File: src/rtl/ixc_mev_sched.sv
// ixc_mev_sched: event-loop scheduler in front of the per-domain event clock generators.
// Bounds EVAL iterations, enforces a quiet settle window and runs the host stop handshake.
module ixc_mev_sched #(
  parameter int unsigned NCLK     = 4,
  parameter int unsigned SETTLE   = 2,
  parameter int unsigned LOOP_MAX = 16
) (
  input  logic            fclk,
  input  logic            rstN,
  input  logic            run,
  input  logic            stopReq,
  input  logic            clrOvf,
  input  logic [NCLK-1:0] active,
  input  logic [NCLK-1:0] busy,
  input  logic [NCLK-1:0] bwOn,
  output logic            eventOn,
  output logic            bClkHold,
  output logic [NCLK-1:0] hold,
  output logic            loop,
  output logic [7:0]      loopCnt,
  output logic            overflow,
  output logic            stopAck,
  output logic [1:0]      state
);

  typedef enum logic [1:0] {
    ST_IDLE   = 2'd0,
    ST_EVAL   = 2'd1,
    ST_SETTLE = 2'd2,
    ST_HALT   = 2'd3
  } state_e;

  localparam logic [7:0] LOOP_MAX_C    = 8'(LOOP_MAX);
  localparam logic [7:0] LOOP_LAST_C   = 8'(LOOP_MAX - 1);
  localparam logic [3:0] SETTLE_INIT_C = 4'(SETTLE - 1);

  state_e            state_q, state_d;
  logic [7:0]        cnt_q, cnt_d;
  logic [3:0]        settle_q, settle_d;
  logic              ovf_q, ovf_d;
  logic              ovf_set_s;
  logic              any_s, quiet_s;
  logic              bch_d;
  logic              eon_q, bch_q, loop_q, ack_q;
  logic [NCLK-1:0]   hold_q;

  // Next-state, iteration count, settle countdown and sticky overflow.
  always_comb begin
    any_s     = |active;
    quiet_s   = ~any_s & ~(|busy);
    state_d   = state_q;
    cnt_d     = cnt_q;
    settle_d  = settle_q;
    ovf_set_s = 1'b0;
    case (state_q)
      ST_IDLE: begin
        if (stopReq) begin
          state_d = ST_HALT;
        end else if (run && !ovf_q) begin
          state_d = ST_EVAL;
        end else begin
          state_d = ST_IDLE;
        end
      end
      ST_EVAL: begin
        if (stopReq) begin
          state_d  = ST_SETTLE;
          settle_d = SETTLE_INIT_C;
        end else if (any_s && (cnt_q == LOOP_LAST_C)) begin
          ovf_set_s = 1'b1;
          cnt_d     = LOOP_MAX_C;
          state_d   = ST_HALT;
        end else if (any_s) begin
          // Saturating: the count never wraps even if the limit check is bypassed.
          if (cnt_q < LOOP_MAX_C) begin
            cnt_d = cnt_q + 8'd1;
          end else begin
            cnt_d = cnt_q;
          end
        end else if (quiet_s) begin
          state_d  = ST_SETTLE;
          settle_d = SETTLE_INIT_C;
        end else begin
          state_d = ST_EVAL;
        end
      end
      ST_SETTLE: begin
        if (any_s && !stopReq) begin
          state_d = ST_EVAL;
        end else if ((settle_q == 4'd0) && stopReq) begin
          state_d = ST_HALT;
        end else if (settle_q == 4'd0) begin
          state_d = ST_IDLE;
          cnt_d   = 8'd0;
        end else begin
          settle_d = settle_q - 4'd1;
        end
      end
      ST_HALT: begin
        if (!stopReq && !ovf_q) begin
          state_d = ST_IDLE;
          cnt_d   = 8'd0;
        end else begin
          state_d = ST_HALT;
        end
      end
      default: begin
        state_d = ST_IDLE;
        cnt_d   = 8'd0;
      end
    endcase

    // A same-edge overflow set beats the host clear.
    if (ovf_set_s) begin
      ovf_d = 1'b1;
    end else if (clrOvf) begin
      ovf_d = 1'b0;
    end else begin
      ovf_d = ovf_q;
    end

    bch_d = (state_d != ST_EVAL);
  end

  // State and registered outputs, all derived from the next-state values.
  always_ff @(posedge fclk) begin
    if (!rstN) begin
      state_q  <= ST_IDLE;
      cnt_q    <= 8'd0;
      settle_q <= 4'd0;
      ovf_q    <= 1'b0;
      eon_q    <= 1'b0;
      bch_q    <= 1'b1;
      hold_q   <= {NCLK{1'b1}};
      loop_q   <= 1'b0;
      ack_q    <= 1'b0;
    end else begin
      state_q  <= state_d;
      cnt_q    <= cnt_d;
      settle_q <= settle_d;
      ovf_q    <= ovf_d;
      eon_q    <= ~bch_d;
      bch_q    <= bch_d;
      hold_q   <= {NCLK{bch_d}} | bwOn;
      loop_q   <= (state_d == ST_EVAL) && (cnt_d != 8'd0);
      ack_q    <= (state_d == ST_HALT);
    end
  end

  assign eventOn  = eon_q;
  assign bClkHold = bch_q;
  assign hold     = hold_q;
  assign loop     = loop_q;
  assign loopCnt  = cnt_q;
  assign overflow = ovf_q;
  assign stopAck  = ack_q;
  assign state    = state_q;

endmodule

File: config.mk
export PLATFORM = sky130hd
export DESIGN_NAME = ixc_mev_sched
export DESIGN_NICKNAME = d
export VERILOG_FILES = /design/src/rtl/ixc_mev_sched.sv
export SDC_FILE = /design/constraint.sdc
export NUM_CORES = 1
export LEC_CHECK = 0
export ABC_AREA = 0
export CAP_MARGIN = 25
export CORE_MARGIN = 3
export CORE_UTILIZATION = 48
export CTS_BUF_LIST = sky130_fd_sc_hd__clkbuf_4
export DETAILED_ROUTE_END_ITERATION = 8
export HOLD_SLACK_MARGIN = 0.02
export PLACE_DENSITY = 0.82
export SLEW_MARGIN = 20
export SYNTH_ARGS = -nofsm -noshare
export SYNTH_HDL_FRONTEND = slang
export SYNTH_SLANG_ARGS = --single-unit
File: constraint.sdc
create_clock -name fclk -period 2 [get_ports fclk]
set_input_delay 0.3 -clock fclk [delete_from_list [all_inputs] [get_ports fclk]]
set_output_delay 0.3 -clock fclk [all_outputs]
set_load 0.05 [all_outputs]
=== Yosys cells after proc, flatten, opt, wreduce, memory -nomap -nowiden ===
Index checks and enable logic that the tools add are counted.

* Bitwise logic cells: 5
* $lt $le $gt $ge: 1
* Equality and inequality tests: 13
* Add/sub/neg operators: 2
* Mux-type cells: 33
* Reductions and logical operators: 16

{| class="wikitable"
|+ Operator list
! kind !! number
|-
| two-way mux 8 bit || 8
|-
| two-way mux 4 bit || 7
|-
| one-hot mux 8 bit (3 select lines) || 1
|-
| two-way mux 2 bit || 9
|-
| != test 3 bit (second input constant) || 3
|-
| adder 8 x 1 -> 8 bit (second input constant) || 1
|-
| == test 8 x 4 -> 1 bit (second input constant) || 1
|-
| < comparator 8 x 5 -> 1 bit (second input constant) || 1
|-
| one-hot mux 2 bit (4 select lines) || 1
|-
| one-hot mux 4 bit (2 select lines) || 1
|-
| nonzero test 8 bit || 1
|-
| OR reduction 4 bit || 2
|-
| AND reduction 7 bit || 1
|-
| == test 2 bit (second input constant) || 3
|-
| logical AND 1 bit || 6
|-
| two-way mux 1 bit || 6
|-
| != test 2 bit (second input constant) || 3
|-
| == test 2 x 1 -> 1 bit (second input constant) || 2
|-
| zero test 4 bit || 1
|-
| OR 4 bit || 1
|-
| nonzero test 2 bit || 2
|-
| subtractor 4 x 1 -> 4 bit (second input constant) || 1
|-
| inverter 1 bit || 3
|-
| zero test 1 bit || 2
|-
| other kinds (3) || 3
|}

* Bits of input ports: 17
* Register bits after elaboration: 23

=== Depth between registers and ports, before layout ===
Gate-level depths: netlist of run 1.

* Depth after elaboration: 10
* Depth in mapped cells: 8
* Depth with buffers taken out: 8

=== Least setup slack after synthesis of run 1 ===
No wires, ideal clock.

* Kind: register to register
* From: reg cnt_q[4], in the netlist loopCnt[4]
* To: reg loop_q, in the netlist loop
* Arrival: 1.976 ns
* Data required time: 1.923 ns
* Slack: -0.052 ns
* Clock period less this slack: 2.052 ns
* Path buffers: 0
* Stages on the path, launching flop included: 7
* Cell sequence: dfxtp_1 -> or4_4 -> nor4_4 -> a21oi_1 -> a21bo_1 -> o311a_1 -> a41oi_2

* Longest elaborated chain between the ends: 8

{| class="wikitable"
|+ Ends and longest elaborated chain
! element !! RTL line !! text
|-
| start, declared || 38 || <nowiki>logic [7:0] cnt_q, cnt_d;</nowiki>
|-
| start signal, assigned || 139 || <nowiki>cnt_q <= cnt_d;</nowiki>
|-
| adder 8 x 1 -> 8 bit or < comparator 8 x 5 -> 1 bit (tied branches) || 76, 75 ||
|-
| two-way mux 8 bit || 75 || <nowiki>if (cnt_q < LOOP_MAX_C) begin</nowiki>
|-
| two-way mux 8 bit || 73 || <nowiki>end else if (any_s) begin</nowiki>
|-
| two-way mux 8 bit || 69 || <nowiki>end else if (any_s && (cnt_q == LOOP_LAST_C)) begin</nowiki>
|-
| two-way mux 8 bit || 66 || <nowiki>if (stopReq) begin</nowiki>
|-
| one-hot mux 8 bit (3 select lines) || 55 || <nowiki>case (state_q)</nowiki>
|-
| nonzero test 8 bit || 145 || <nowiki>loop_q <= (state_d == ST_EVAL) && (cnt_d != 8'd0);</nowiki>
|-
| logical AND 1 bit * || 145 ||
|-
| end signal, assigned || 145 ||
|-
| end, declared || 44 || <nowiki>logic eon_q, bch_q, loop_q, ack_q;</nowiki>
|}

Mark *: on every way between the ends. The rest lies on a longest branch, timed or not.
A chain may end at the register's enable or synchronous reset.

=== Worst setup path in the final report of run 1 ===
* From: reg ovf_q, in the netlist overflow
* To: out overflow

{| class="wikitable"
|+ RTL lines
! element !! RTL line !! text
|-
| start, declared || 40 || <nowiki>logic ovf_q, ovf_d;</nowiki>
|-
| start signal, assigned || 141 || <nowiki>ovf_q <= ovf_d;</nowiki>
|-
| end, declared || 21 || <nowiki>output logic overflow,</nowiki>
|}

No word-level cell between the ends.

==> results of run 1 <==
[per-layer routing]
metal  share of wire [%]  vias to the layer above  GRT usage [%]
li1                    -                      582              -
met3                 5.1                        4           4.21
met5                   0                        -              0
met2                  54                       38           38.9
met1                  40                      560           23.9
met4                0.71                        0           3.13
[worst paths after layout]
kind	slack, ps	end	depth (start not counted)	start
worst max-delay path	50	overflow	1	overflow$_SDFFE_PN0P_
worst min-delay path	520	loopCnt[6]$_SDFF_PN0_	1	loopCnt[6]$_SDFF_PN0_
worst max register to register	80	stopAck$_SDFF_PN0_	6	loopCnt[4]$_SDFF_PN0_
worst min register to register	520	loopCnt[6]$_SDFF_PN0_	1	loopCnt[6]$_SDFF_PN0_
[cells by family (layout without fill, tap and decap cells)]
kind of cell | count (synthesis) | count (layout) | synth area share [%]
AO/OA/AOI/OAI | 37 | 37 | 22.8
adder cells (fa/ha/maj) | 3 | 3 | 3.20
buffers and inverters | 11 | 61 | 3.73
flip-flops | 23 | 23 | 39.2
AND/OR/NAND/NOR | 60 | 60 | 31.0
[cell usage in the layout, fill, tap and decap left out, drive strengths merged, types with 6 or more instances in the layout]
| master | count |
|---|---|
| a21oi | 13 |
| buf | 16 |
| clkdlybuf4s50 | 33 |
| dfxtp | 23 |
| inv | 7 |
| nand2 | 9 |
| nor2 | 16 |
| nor3 | 6 |
| o21ai | 8 |
| or2 | 6 |
[layout make-up]
type	count	area, µm²
well taps	28	35.0
flip-flops and latches	23	465
clock buffers	4	30.0
repair buffers	50	463
multi-input cells	100	757
fillers	163	499
inverters	7	26.3
[flip-flops by register name, summed over array words and instances, names as in the netlist]
name / flops
bClkHold: 1
eventOn: 1
state: 2
hold: 4
overflow: 1
loopCnt: 8
settle_q: 4
loop: 1
stopAck: 1
[repair_timing]
item / 4_1_cts / 5_1_grt
resized for setup: 4 / 13
setup endpoints to repair: 6 / 8
pin swaps: 1 / 4
setup buffers: 0 / 2
[power groups by stage]
stage | Clock, µW | Combinational [µW] | Sequential, µW
after global placement | 0 | 287 | 511
after CTS | 234 | 304 | 503
after floorplan | 0 | 120 | 564
after global routing | 256 | 349 | 510
after detailed placement | 0 | 295 | 512
final | 234 | 327 | 505
[cells in the mapped netlist, types with 2 or more instances]
| master | instances | area, µm² |
|---|---|---|
| nor3_1 | 5 | 25.0 |
| inv_1 | 6 | 22.5 |
| or2_1 | 6 | 37.5 |
| a21o_1 | 2 | 15.0 |
| dfxtp_1 | 23 | 460 |
| nor4_1 | 2 | 12.5 |
| ha_1 | 3 | 37.5 |
| nor2b_1 | 3 | 18.8 |
| nor2_1 | 16 | 60.1 |
| clkbuf_1 | 2 | 7.51 |
| a32oi_1 | 2 | 17.5 |
| o21ai_0 | 7 | 35.0 |
| nand2_1 | 8 | 30.0 |
| nand3_1 | 2 | 10.0 |
| nor4_4 | 2 | 42.5 |
| nor4b_1 | 2 | 17.5 |
| a21oi_1 | 11 | 55.1 |
| buf_2 | 2 | 10.0 |
| a21oi_2 | 2 | 17.5 |
| nor3b_1 | 2 | 15.0 |
| and2_1 | 3 | 18.8 |
[through the flow]
step | setup WS, ps | util, % | instance area [µm²] | hold WS (ps)
after floorplan | 1.88 | - | 1180 | 400
after global placement | -213 | 72.1 | 1640 | 489
after detailed placement | -291 | 72.1 | 1640 | 496
after CTS | 12.0 | 74.4 | 1690 | 520
after global routing | -16.6 | 78.1 | 1780 | 530
final | 49.0 | 78.1 | 1780 | 522
==> results by group, run 1 <==
Pwr
  – Psw: 348 µW
  – Int Power: 719 µW
  – Switching Share: 32.6%
  – Part of the power in registers: 47.4%
  – Clock group share of total power: 22.0%
  – Pwr dens: 601 mW/mm²
  – Combinational power share: 30.7%
  – Design Power: 1070 µW
  – Maximum vdd drop: 0.565 mV
  – LEAKAGE: 0.000701 µW

Setup path
  – WS Path Type: reg -> out
  – Worst setup EP type: primary output
  – Bufs and invs on worst path: 1
  – CP required: 1700 ps
  – CP peak stage delay: 850 ps
  – Slowest-stage cell, CP: clkdlybuf4s50_1
  – Critical path cell sequence: clkdlybuf4s50_1
  – Worst Path Arrival: 1650 ps
  – CP top delay family: buffers and inverters
  – Critical path startpoint category: flip-flop
  – Crit Path Max Fanout: 7

STA
  – RSZ-0062 raised after global routing: yes
  – Max_slew headroom: 65.8%
  – Fin crit period: 1950 ps
  – Final Cycle Share: 97.5%
  – Final setup fails: 0
  – Clock Skews: 10.5 ps
  – Count of pins over their slew limit: 0
  – Hold violation count in the final report: 0
  – Max Freq: 0.513 GHz
  – Slew @ Worst Pin: 512 ps
  – Setup_tns: 0 ps

Clocking
  – Root Buffer: clkbuf_4
  – Num CTS Buffers: 3
  – Clk_lat worst skew: 320 ps
  – Clock-pin slew on the worst setup and hold paths: 130 ps
  – # H-tree levels: 1
  – Post-CTS Hold Buffers: 0
  – Clock sink count: 23
  – Clk buf depth: 2
  – CTS tree: yes

Layout
  – Share of layout cells above drive strength 1: 25.0%
  – Synth-to-layout area growth: 51.4%
  – # nets final: 205
  – Ant. Diodes: 0
  – Finished Layout Cells: 212

Routing
  – Post-DRT Antenna Nets: 0
  – DRC: 0
  – DR vias: 1,184
  – Final WL: 3.25 mm
  – Initial drt markers: 32
  – Pre-Repair DR Iteration Count: 4
  – DR WL/cell: 15.3 µm
  – Vias per cell: 5.58

Logic synthesis
  – Syn. warnings: 0
  – Synth Instances: 134
  – Sequential fraction of the synthesis area: 39.2%
  – Syn_nets: 154
  – Post-synth EDFFs: 0
  – Synth Register Bits: 23
  – Cell Area, Synth: 0.00117 mm²
  – Post-synth top flop: dfxtp_1
  – Unique masters post-synth: 44
  – Avg Cell Area, Syn: 8.76 µm²
  – Asr flop ratio synth: 0%

Die
  – Core ar.: 0.00228 mm²
  – Die Ht: 55.4 µm
  – Starting Density: 51.6%
  – Die width: 55.4 µm
  – Die ar.: 0.00307 mm²
  – Site row count: 17
  – Top Ports: 36

Place
  – Placed cells: 206
  – Placer Congestion: 0.804
  – Hpwl dp: 2.39 mm
  – PortBufs: 35

Global route
  – First-pass GRT wire length: 5.19 mm
  – Initial antenna violation count: 0
  – Vias in the first global route: 1,107
  – GRT Util Overall: 20.5%
  – Largest net degree at the start of global routing: 14
  – Total grt overflow: 0

Min path
  – Min-delay worst type: reg -> reg

Run status
  – Status: finished clean

Flow run
  – Max-Cap Viols: 0
Note: power is estimated with default switching activity, not from simulation.
==> inputs of run 2 (changes only) <==
--- a/config.mk
+++ b/config.mk
@@ -10,7 +10,9 @@
 export CORE_MARGIN = 3
-export CORE_UTILIZATION = 48
+export CORE_UTILIZATION = 61
 export CTS_BUF_LIST = sky130_fd_sc_hd__clkbuf_4
+export CTS_CLUSTER_DIAMETER = 60
 export DETAILED_ROUTE_END_ITERATION = 8
+export DONT_BUFFER_PORTS = 1
 export HOLD_SLACK_MARGIN = 0.02
-export PLACE_DENSITY = 0.82
+export PLACE_DENSITY = 0.77
 export SLEW_MARGIN = 20
--- a/constraint.sdc
+++ b/constraint.sdc
@@ -3,2 +3,2 @@
 set_output_delay 0.3 -clock fclk [all_outputs]
-set_load 0.05 [all_outputs]
+set_load 0.1 [all_outputs]
==> run 2 against run 1 <==
Against the previous run:
- critical path type is now reg -> reg
- critical endpoint is now loop$_SDFF_PN0_
- highest routed layer unchanged
- core utilization is 4.9 points higher
- largest cell class unchanged
- largest power group unchanged
- count of clock-buffer cells in the layout shrank 1
- critical path depth increased by 5
==> results by group, run 2 (synthesis results as in run 1) <==
STA
  – Max Freq: 0.517 GHz (was 0.513 GHz)
  – Clock Skews: 3.12 ps (was 10.5 ps)
  – Max_slew headroom: 71.6% (was 65.8%)
  – Slew @ Worst Pin: 422 ps (was 512 ps)
  – Final setup fails: 0 (unchanged)
  – RSZ-0062 raised after global routing: yes (unchanged)
  – Final Cycle Share: 96.8% (was 97.5%)
  – Fin crit period: 1940 ps (was 1950 ps)
  – Hold violation count in the final report: 0 (unchanged)
  – Count of pins over their slew limit: 0 (unchanged)

Clocking
  – Clk_lat worst skew: 310 ps (was 320 ps)
  – CTS tree: yes (unchanged)
  – Clk buf depth: 2 (unchanged)
  – Root Buffer: clkbuf_4 (unchanged)
  – Clock sink count: 23 (unchanged)
  – # H-tree levels: 1 (unchanged)
  – Post-CTS Hold Buffers: 0 (unchanged)
  – Clock-pin slew on the worst setup and hold paths: 130 ps (about the same)
  – Num CTS Buffers: 3 (unchanged)

Routing
  – Vias per cell: 6.20 (was 5.58)
  – DR WL/cell: 16.2 µm (was 15.3 µm)
  – DR vias: 1,123 (was 1,184)
  – Pre-Repair DR Iteration Count: 4 (unchanged)
  – Final WL: 2.93 mm (was 3.25 mm)
  – DRC: 0 (unchanged)
  – Metal2 WL: 1.37 mm (was 1.77 mm)
  – Met3 wire len: 301 µm (was 164 µm)
  – Post-DRT Antenna Nets: 0 (unchanged)
  – Max layer used: met4 (unchanged)
  – Wire length on met1: 1.18 mm (was 1.29 mm)
  – Initial drt markers: 42 (was 32)

Pwr
  – Design Power: 1040 µW (was 1070 µW)
  – Maximum vdd drop: 0.644 mV (was 0.565 mV)
  – Pwr dens: 710 mW/mm² (was 601 mW/mm²)
  – LEAKAGE: 0.000592 µW (was 0.000701 µW)

Layout
  – Commonest non-fill, non-tap cell in the layout: buf_4 (was clkdlybuf4s50_1)
  – Share of layout cells above drive strength 1: 37.2% (was 25.0%)
  – Finished Layout Cells: 181 (was 212)
  – # nets final: 177 (was 205)
  – Most frequent cells in the layout: buf_4 (22), nor2_1 (16), a21oi_1 (11) (was clkdlybuf4s50_1 (33), dfxtp_1 (19), nor2_1 (16), buf_4 (16), a21oi_1 (10))
  – Synth-to-layout area growth: 24.7% (was 51.4%)
  – Ant. Diodes: 0 (unchanged)
  – Max FFs per register: 8 (unchanged)
  – Post-route core utilization: 83.0% (was 78.1%)

Die
  – Top Ports: 36 (unchanged)
  – Die width: 49.9 µm (was 55.4 µm)
  – Core ar.: 0.00176 mm² (was 0.00228 mm²)
  – Site row count: 15 (was 17)
  – Starting Density: 66.5% (was 51.6%)
  – Die ar.: 0.00249 mm² (was 0.00307 mm²)
  – Die Ht: 49.9 µm (was 55.4 µm)

Global route
  – Largest net degree at the start of global routing: 15 (was 14)
  – Total grt overflow: 0 (unchanged)
  – GRT Util Overall: 25.5% (was 20.5%)
  – Vias in the first global route: 1,117 (was 1,107)
  – Initial antenna violation count: 0 (unchanged)
  – First-pass GRT wire length: 4.88 mm (was 5.19 mm)

Setup path
  – Crit Path Max Fanout: 3 (was 7)
  – Worst setup EP type: flip-flop (was primary output)
  – CP peak stage delay: 580 ps (was 850 ps)
  – CP required: 2250 ps (was 1700 ps)
  – WS Path Type: reg -> reg (was reg -> out)
  – Worst Path Arrival: 2190 ps (was 1650 ps)
  – Critical path cell sequence: or4_4, nor4_4, a21oi_1, a21bo_1, o311a_1, a41oi_2 (was clkdlybuf4s50_1)
  – Critical path startpoint category: flip-flop (unchanged)
  – Slowest-stage cell, CP: or4_4 (was clkdlybuf4s50_1)

Run status
  – Status: finished clean (unchanged)

Place
  – Placer Congestion: 0.891 (was 0.804)
  – PortBufs: 0 (was 35)
  – Hpwl dp: 2.17 mm (was 2.39 mm)
  – Placed cells: 177 (was 206)

Min path
  – Min-delay worst type: in -> reg (was reg -> reg)

Flow run
  – Max-Cap Viols: 0 (unchanged)
[run 2: path summary, 6_finish.rpt]
| check | from | endpoint | slack [ps] | cells after the start |
|---|---|---|---|---|
| setup reg to reg | loopCnt[4]$_SDFF_PN0_ | loop$_SDFF_PN0_ | 60 | 6 |
| setup / recovery | loopCnt[4]$_SDFF_PN0_ | loop$_SDFF_PN0_ | 60 | 6 |
| hold reg to reg | overflow$_SDFFE_PN0P_ | overflow$_SDFFE_PN0P_ | 530 | 2 |
| hold / removal | bwOn[3] | hold[3]$_SDFF_PN1_ | 70 | 1 |
[run 2: timing repair]
item	4_1_cts	5_1_grt
pin swaps	0	1
resized for setup	2	12
setup endpoints to repair	1	8
setup buffers	0	0
[run 2: layout make-up]
| cell class | count | area, µm² |
|---|---|---|
| clock buffer | 3 | 22.5 |
| clock inverter | 1 | 6.26 |
| fill | 132 | 300 |
| inverter | 7 | 26.3 |
| multi-input combinational | 100 | 726 |
| sequential | 23 | 487 |
| tap | 25 | 31.3 |
| timing repair buffer | 22 | 165 |
[run 2: where the power goes]
part           internal (µW)  switching [µW]  leakage [µW]
Combinational           92.0             226      0.000379
Sequential               478            24.8      0.000194
Clock                   77.8             142     0.0000183
[run 2: metal layers]
metal | GRT usage [%] | up-vias
met5 | 0 | -
met4 | 12.0 | 0
met3 | 8.46 | 11
met2 | 43.4 | 76
met1 | 28.4 | 508
li1 | - | 528
[run 2: critical path, delay by kind of cell, from the launching register on]
kind               cells  cell delay, ps
AOI/OAI and AO/OA      4             680
and+or+nand+nor        2             830
DFF                    1             360
[run 2: through the flow]
step	TNS (ps)	area, µm²	worst slack [ps]	hold WS (ps)
floorplan	-25.7	1190	-25.7	400
global placement	0	1370	67.2	402
detailed placement	-52.3	1370	-52.3	404
CTS	0	1420	11.5	70.6
global route	-17.0	1460	-17.0	60.3
finish	0	1460	64.4	75.0
